$ cat src/rtl/stack_pkg.sv
// Shared definitions for the stack controller: op codes, FSM encoding, port IDs.
// Latency: n/a (definitions only).
// Backpressure: n/a.
package stack_pkg;

  localparam logic OP_PUSH = 1'b1;
  localparam logic OP_POP  = 1'b0;

  localparam logic PORT_A  = 1'b0;
  localparam logic PORT_B  = 1'b1;

  typedef enum logic [1:0] {
    IDLE  = 2'd0,
    ISSUE = 2'd1,
    RESP  = 2'd2
  } state_e;

endpackage

$ cat src/rtl/stack_ctrl_rr_arb2.sv
// Two-input round-robin arbiter; remembers the last granted port.
// Latency: grant is combinational; last_grant updates on the granting edge.
// Backpressure: grants only while en is high; losers keep their request asserted.
module rr_arb2 (
  input  logic clk,
  input  logic clr,
  input  logic en,
  input  logic req_a,
  input  logic req_b,
  output logic gnt_vld,
  output logic gnt_id
);
  import stack_pkg::*;

  logic last_grant_q;
  logic last_grant_d;

  // Pick the single requester, or on a tie the one not served last.
  always_comb begin
    gnt_vld = en & (req_a | req_b);
    if (req_a && req_b) begin
      gnt_id = (last_grant_q == PORT_A) ? PORT_B : PORT_A;
    end else if (req_b) begin
      gnt_id = PORT_B;
    end else begin
      gnt_id = PORT_A;
    end
  end

  // Remember the winner of every grant, accepted or rejected downstream.
  always_comb begin
    last_grant_d = last_grant_q;
    if (gnt_vld) begin
      last_grant_d = gnt_id;
    end
  end

  // Reset to B so that A wins the first tie.
  always_ff @(posedge clk) begin
    if (clr) begin
      last_grant_q <= PORT_B;
    end else begin
      last_grant_q <= last_grant_d;
    end
  end

endmodule

$ cat src/rtl/stack_ctrl.sv
// Two-requester front end for a hardware stack: arbitrates, checks occupancy, drives the stack.
// Latency: grant edge to ack is 2 cycles for a legal op, 1 cycle for a rejected one.
// Backpressure: requesters hold req/op/wdata until ack; one operation per 3 cycles at best.
module stack_ctrl #(
  parameter int WIDTH = 8,
  parameter int DEPTH = 1
) (
  input  logic             clk,
  input  logic             clr,
  input  logic             req_a,
  input  logic             req_b,
  input  logic             op_a,
  input  logic             op_b,
  input  logic [WIDTH-1:0] wdata_a,
  input  logic [WIDTH-1:0] wdata_b,
  output logic             ack_a,
  output logic             ack_b,
  output logic             err_a,
  output logic             err_b,
  output logic [WIDTH-1:0] rdata,
  output logic             stk_en,
  output logic             stk_c,
  output logic [WIDTH-1:0] stk_push,
  input  logic [WIDTH-1:0] stk_peek,
  output logic             stk_clr_n,
  output logic             full,
  output logic             empty
);
  import stack_pkg::*;

  localparam int unsigned   CAP_I = 1 << DEPTH;
  localparam logic [DEPTH:0] CAP  = CAP_I[DEPTH:0];
  localparam logic [DEPTH:0] ONE  = {{DEPTH{1'b0}}, 1'b1};
  localparam logic [DEPTH:0] ZERO = '0;

  state_e           state_q, state_d;
  logic [DEPTH:0]   count_q, count_d;
  logic             port_q, port_d;
  logic             op_q, op_d;
  logic             rej_q, rej_d;
  logic [WIDTH-1:0] rdata_q, rdata_d;
  logic             stk_en_q, stk_en_d;
  logic             stk_c_q, stk_c_d;
  logic [WIDTH-1:0] stk_push_q, stk_push_d;
  logic             full_q, full_d;
  logic             empty_q, empty_d;

  logic             gnt_vld;
  logic             gnt_id;
  logic             sel_op;
  logic [WIDTH-1:0] sel_wdata;
  logic             legal;

  rr_arb2 u_arb (
    .clk     (clk),
    .clr     (clr),
    .en      (state_q == IDLE),
    .req_a   (req_a),
    .req_b   (req_b),
    .gnt_vld (gnt_vld),
    .gnt_id  (gnt_id)
  );

  // Select the winner's request and decide whether the stack can take it.
  always_comb begin
    sel_op    = (gnt_id == PORT_B) ? op_b : op_a;
    sel_wdata = (gnt_id == PORT_B) ? wdata_b : wdata_a;
    if (sel_op == OP_PUSH) begin
      legal = (count_q < CAP);
    end else begin
      legal = (count_q != ZERO);
    end
  end

  // FSM state register; clear aborts any operation in flight.
  always_ff @(posedge clk) begin
    if (clr) begin
      state_q <= IDLE;
    end else begin
      state_q <= state_d;
    end
  end

  // FSM next state: rejected grants skip the stack access cycle.
  always_comb begin
    state_d = state_q;
    case (state_q)
      IDLE: begin
        if (gnt_vld) begin
          state_d = legal ? ISSUE : RESP;
        end
      end
      ISSUE:   state_d = RESP;
      RESP:    state_d = IDLE;
      default: state_d = IDLE;
    endcase
  end

  // FSM outputs: the granted port sees ack (and err if rejected) for the RESP cycle.
  always_comb begin
    ack_a = (state_q == RESP) && (port_q == PORT_A);
    ack_b = (state_q == RESP) && (port_q == PORT_B);
    err_a = ack_a && rej_q;
    err_b = ack_b && rej_q;
  end

  // Datapath next state: latch the request at grant, commit the count after the access.
  always_comb begin
    port_d     = port_q;
    op_d       = op_q;
    rej_d      = rej_q;
    rdata_d    = rdata_q;
    count_d    = count_q;
    stk_en_d   = 1'b0;
    stk_c_d    = 1'b0;
    stk_push_d = '0;
    case (state_q)
      IDLE: begin
        if (gnt_vld) begin
          port_d  = gnt_id;
          op_d    = sel_op;
          rej_d   = ~legal;
          rdata_d = (legal && (sel_op == OP_POP)) ? stk_peek : '0;
          if (legal) begin
            stk_en_d   = 1'b1;
            stk_c_d    = sel_op;
            stk_push_d = (sel_op == OP_PUSH) ? sel_wdata : '0;
          end
        end
      end
      ISSUE: begin
        count_d = (op_q == OP_PUSH) ? (count_q + ONE) : (count_q - ONE);
      end
      RESP: begin
        rdata_d = '0;
      end
      default: ;
    endcase
    full_d  = (count_d == CAP);
    empty_d = (count_d == ZERO);
  end

  // Datapath registers, with status flags tracking the committed count.
  always_ff @(posedge clk) begin
    if (clr) begin
      count_q    <= '0;
      port_q     <= PORT_A;
      op_q       <= OP_POP;
      rej_q      <= 1'b0;
      rdata_q    <= '0;
      stk_en_q   <= 1'b0;
      stk_c_q    <= 1'b0;
      stk_push_q <= '0;
      full_q     <= 1'b0;
      empty_q    <= 1'b1;
    end else begin
      count_q    <= count_d;
      port_q     <= port_d;
      op_q       <= op_d;
      rej_q      <= rej_d;
      rdata_q    <= rdata_d;
      stk_en_q   <= stk_en_d;
      stk_c_q    <= stk_c_d;
      stk_push_q <= stk_push_d;
      full_q     <= full_d;
      empty_q    <= empty_d;
    end
  end

  assign rdata     = rdata_q;
  assign stk_en    = stk_en_q;
  assign stk_c     = stk_c_q;
  assign stk_push  = stk_push_q;
  assign full      = full_q;
  assign empty     = empty_q;
  assign stk_clr_n = ~clr;

endmodule

$ cat config.mk
export PLATFORM = sky130hd
export DESIGN_NAME = stack_ctrl
export DESIGN_NICKNAME = d
export VERILOG_FILES = /design/src/rtl/stack_pkg.sv /design/src/rtl/stack_ctrl_rr_arb2.sv /design/src/rtl/stack_ctrl.sv
export SDC_FILE = /design/constraint.sdc
export NUM_CORES = 1
export LEC_CHECK = 0
export ABC_AREA = 1
export CAP_MARGIN = 10
export CORE_MARGIN = 2
export CORE_UTILIZATION = 25
export CTS_CLUSTER_SIZE = 24
export DETAILED_ROUTE_END_ITERATION = 12
export PLACE_DENSITY_LB_ADDON = 0.12
export SETUP_SLACK_MARGIN = 0.4
export SYNTH_ARGS = -nofsm -noshare
export SYNTH_HDL_FRONTEND = slang
export SYNTH_SLANG_ARGS = --single-unit
$ cat constraint.sdc
create_clock -name clk -period 1.2 [get_ports clk]
set_input_delay 0.18 -clock clk [delete_from_list [all_inputs] [get_ports clk]]
set_output_delay 0.18 -clock clk [all_outputs]
set_load 0.05 [all_outputs]
=== Word-level counts from Yosys, hierarchy flattened ===
Cells that the tools add are included.

* $add $sub $neg: 2
* $mul: 0
* Divide/modulo/power cells: 0
* Magnitude comparators: 1
* Eq/ne operators: 4
* Shift-type cells: 0
* Muxes and demuxes: 15
* Bitwise logic cells: 8
* Reduce and logical (&&, ||, !) cells: 15

{| class="wikitable"
|+ Operators with widths
! cell !! count
|-
| $mux 8 || 3
|-
| $pmux 8 s2 || 1
|-
| $mux 2 || 4
|-
| $logic_and 1x1->1 || 6
|-
| $mux 1 || 6
|-
| $not 1->1 || 6
|-
| $reduce_or 5->1 || 1
|-
| $eq 2x2->1 const B || 2
|-
| $logic_not 2->1 || 2
|-
| $pmux 2 s2 || 1
|-
| $reduce_and 2->1 || 2
|-
| $reduce_bool 2->1 || 2
|-
| $reduce_or 4->1 || 1
|-
| $reduce_or 3->1 || 1
|-
| $add 2x1->2 const B || 1
|-
| $eq 2x1->1 const B || 1
|-
| $lt 2x2->1 const B || 1
|-
| $ne 2x2->1 const B || 1
|-
| $sub 2x1->2 const B || 1
|-
| $and 1x1->1 || 1
|-
| $or 1x1->1 || 1
|}

* Bits in registers: 28
* Bits in latches: 0
* RAM bits: 0
* ROM bits: 0
* Input bits: 30
* Output and inout port bits: 25
* Logic and storage cells: 57
* Memories: 0

=== Depth between registers and ports, before layout ===
Gate-level depths: netlist (run 1).

* Depth after elaboration: 8
* Gate-level depth with buffers: 9
* Mapped depth without buffers: 8

=== By module ===
A second synthesis (run 1) with hierarchy kept.

* Cells, all modules: 152
* Area total of the unflattened synthesis: 1241.2 µm²

{| class="wikitable"
|+ By module, submodules not included
! module !! instances !! cells each !! area each (µm²) !! sequential area each (µm²)
|-
| stack_ctrl || 1 || 143 || 1179.9 || 540.5
|-
| rr_arb2 || 1 || 9 || 61.3 || 20.0
|}

=== Worst setup path before layout (run 1) ===
OpenSTA, ideal clock, no wires.

* Path kind: register to output
* Start point: reg state_q[1]
* End point: out err_a
* Arrival: 1.727 ns
* Data required time: 1.020 ns
* Slack: -0.707 ns
* Stages on the path, launching flop included: 5
* Path buffers: 0
* Cells stage by stage: dfxtp_1 -> inv_1 -> nor2_1 -> inv_1 -> nor3_1

* Longest elaborated chain between the ends: 3

{| class="wikitable"
|+ Ends and longest elaborated chain
! what !! line !! text
|-
| start, declared || stack_ctrl.sv:36 || <nowiki>state_e state_q, state_d;</nowiki>
|-
| start signal, assigned || stack_ctrl.sv:80 || <nowiki>state_q <= state_d;</nowiki>
|-
| $eq 2x2->1 || stack_ctrl.sv:101 || <nowiki>ack_a = (state_q == RESP) && (port_q == PORT_A);</nowiki>
|-
| $logic_and 1x1->1 || stack_ctrl.sv:101 ||
|-
| $logic_and 1x1->1 || stack_ctrl.sv:103 || <nowiki>err_a = ack_a && rej_q;</nowiki>
|-
| end, declared || stack_ctrl.sv:18 || <nowiki>output logic err_a,</nowiki>
|}

No other way between the ends.

=== Worst setup path after layout (run 1) ===
* Start point: reg state_q[1]
* End point: out err_b

* Longest elaborated chain between the ends: 3

{| class="wikitable"
|+ Ends and longest elaborated chain
! what !! line !! text
|-
| $eq 2x2->1 || stack_ctrl.sv:102 || <nowiki>ack_b = (state_q == RESP) && (port_q == PORT_B);</nowiki>
|-
| $logic_and 1x1->1 || stack_ctrl.sv:102 ||
|-
| $logic_and 1x1->1 || stack_ctrl.sv:104 || <nowiki>err_b = ack_b && rej_q;</nowiki>
|-
| end, declared || stack_ctrl.sv:19 || <nowiki>output logic err_b,</nowiki>
|}

No other way between the ends.

==> results.md, run 1 <==
* I/O pin cnt at 55
* Largest net degree at the start of global routing at 17
* Gpl congestion at approximately 0.74
* Detail Route Antenna Nets at 0
* Worst-path clk slew at 0.10 ns
* Slew Viols, Final at 0
* Total global routing track utilization at 0.1357
* Switch share at 0.3362
* Post-synthesis cell type count at 20
* Initial Util at 0.2649
* RSZ-0062 raised after global routing: true
* Register area share after synthesis at 0.4761
* LEAKAGE at 1.073 nW
* Worst Skew at 0.007131 ns
* Initial antenna violation count at 0
* Mean post-synth cell area at ~7.4 sq um
* Tmin final at ~1.4 ns
* Worst Setup End Kind: output port
* CTS tree: done
* N_diodes at 0
* Die Y at 72.63 um
* #FFs+latches synth at 28
* Req. time, crit path at 1.02 ns
* HP Class: primary input to flop
* Clock share of power at 0.239
* Failing checks: setup timing
* Die Footprint at between 0.005 and 0.006 sq mm
* Layout net count at 268
* 1st-pass router iterations at 4
* Cell row count at 24
* Total power at approximately 3.1 mW
* Via count at between 1,000 and 1,500
* Psw at 1.054 mW
* Fmax at 716.9 MHz
* Crit path buffers/inverters at 3
* Maximum vdd drop at 0.4939 mV
* First-pass GRT wire length at 5.526 mm
* Syn_nets at 190
* Vias in the first global route at 1,216
* Area grow syn2layout at 109.8%
* Post-route setup slack at -0.1948 ns
* Core Area at 0.004444 sq mm
* Final Hold Fails at 0
* CP peak stage delay at 0.35 ns
* Final core occ at 0.5557
* GRT overflow at 0
* Slowest-stage cell, CP: dfxtp_2
* Cells after Synth at 160
* Starting DRT DRC Count at 28
* Int Pwr at slightly above 2 mW
* Clock latency on the worst-skew pair at ~0.27 ns
* Proportion of layout cells with a drive suffix above 1 at 0.5190
* DRC Markers at 0
* Logic pwr share at 0.411
* Power Density at between 1000 and 1500 mW/mm^2
* Period utilization at 1.162
* Hold slack final at 0.3174 ns
* Drt total wl at 3.421 mm
* Post-DR vias/cell at 4.363
* CTS Buf Count at 3
* Max cap viols at 0
* Clk root buf: clkbuf_8
* Status: finished, violations left
* Sink Count at 28
* Cell Chain, Critical Path: inv_2 -> nor2_4 -> inv_4 -> nor3_4 -> buf_12
* Sequential share of power at 0.350
* DPL Wire Length at 2.465 mm
* Arrival time at the worst endpoint at 1.21 ns
* Count of buffers from port buffering at 54
* Post-DR wirelength/cell at 11.84 um
* CP Class: flop to output port
* Worst Tran Pin Value at 0.2348 ns
* Cell area after synthesis at 0.001177 sq mm
* CP delay by family, top: flip-flops
* Rel. slew slack at 0.8433
* Max Root-Sink Buffers at 2
* CP Launch Type: flop
* Setup Viol. Count Final at 17
* CP max FO at 4
* Synthesis warning total at 0
* Htree depth at 1
* Die width at around 73 um
## per-stage QoR
step | setup slack [ns] | cell area, sq um | setup TNS [ns] | std cells
after detailed placement | -0.4141 | 2153 | -7.635 | 272
after global routing | -0.2809 | 2470 | -2.707 | 289
final | -0.1948 | 2470 | -0.7967 | 289
after floorplan | -0.05352 | 1244 | -0.07706 | 160
after global placement | -0.3566 | 2153 | -7.216 | 272
after CTS | -0.2082 | 2352 | -0.8446 | 284
## cell usage in the layout (no fill, tap or decap), drive strengths merged, types with 3 or more instances in the layout
master | Yosys | layout
nand3 | 9 | 10
a21oi | 12 | 12
dfxtp | 28 | 28
clkdlybuf4s50 | 0 | 26
inv | 24 | 23
nor2 | 21 | 21
buf | 3 | 48
nand4 | 8 | 8
nand2 | 48 | 48
clkbuf | 1 | 3
## power by group through the flow
stage          combinational, mW  sequential (mW)  clock (mW)
6_report                    1.29             1.10       0.750
5_1_grt                     1.38             1.11       0.811
4_1_cts                     1.18             1.09       0.783
3_5_place_dp                1.07             1.11           0
3_3_place_gp                1.06             1.11           0
2_1_floorplan              0.458             1.23           0
## per-layer routing
metal,up-vias,part of all wire,track usage
li1,648,-,-
met3,2,0.065,0.03729
met5,-,0,0
met1,573,0.39,0.1500
met4,0,0.0099,0.04938
met2,38,0.53,0.2465
## logic make-up after synthesis
logic type      after synthesis  share of synthesized area
compound gates               12                    0.05101
xor+xnor                      2                    0.01488
buf+inv                      29                     0.1052
flops                        28                     0.4761
simple gates                 89                     0.3528
## cells in the mapped netlist, drive strengths merged
master	instances	area [sq um]
nand4	8	50.05
nand3	9	62.56
xor2	1	8.760
inv	24	90.08
clkbuf	1	3.750
dfxtp	28	560.5
xnor2	1	8.760
or2	1	6.260
nor2	21	101.3
buf	3	26.27
a21oi	12	60.06
nor3	2	10.01
nand2	48	185.2
clkinv	1	3.750
## registers in the layout, summed over array words and instances, names as in the netlist, 2 cells and up
register / flops
count_q: 2
state_q: 2
rdata: 8
stk_push: 8
## what timing repair did
item                       CTS  global route
setup buffers                7             5
pin swaps                   11            25
resized for setup           38            24
setup endpoints to repair   53            52
hold buffers                 0             0
gates cloned                 1             0
## tightest hold or removal path: stages
cell and delay (ns):
buf_2 0.12, buf_4 0.22, a21oi_2 0.04
## worst paths after layout
kind | startpoint | to | slack (ns) | depth (start not counted)
hold / removal | clr | rdata[7]$_SDFFE_PP0P_ | 0.32 | 3
setup reg to reg | state_q[0]$_SDFFE_PP0P_ | stk_push[5]$_SDFF_PP0_ | -0.03 | 7
setup / recovery | state_q[1]$_SDFFE_PP0P_ | err_b | -0.19 | 5
hold reg to reg | u_arb.last_grant_q$_SDFFE_PP1P_ | u_arb.last_grant_q$_SDFFE_PP1P_ | 0.48 | 2
## final cells by class
type | count | area, sq um
clock buffer | 3 | 41.29
clock inverter | 1 | 30.03
fill | 393 | 1974
inverter | 25 | 101.3
multi-input combinational | 104 | 670.6
sequential | 28 | 593.1
tap | 52 | 65.06
timing repair buffer | 76 | 968.4
No activity file was read; power rests on OpenSTA's default activity.
==> run 2: changes to the inputs <==
CTS_BUF_LIST = sky130_fd_sc_hd__clkbuf_8   (was not set)
==> results of run 2 <==
Same layout as run 1: the final DEF is identical, and so are final timing and power.
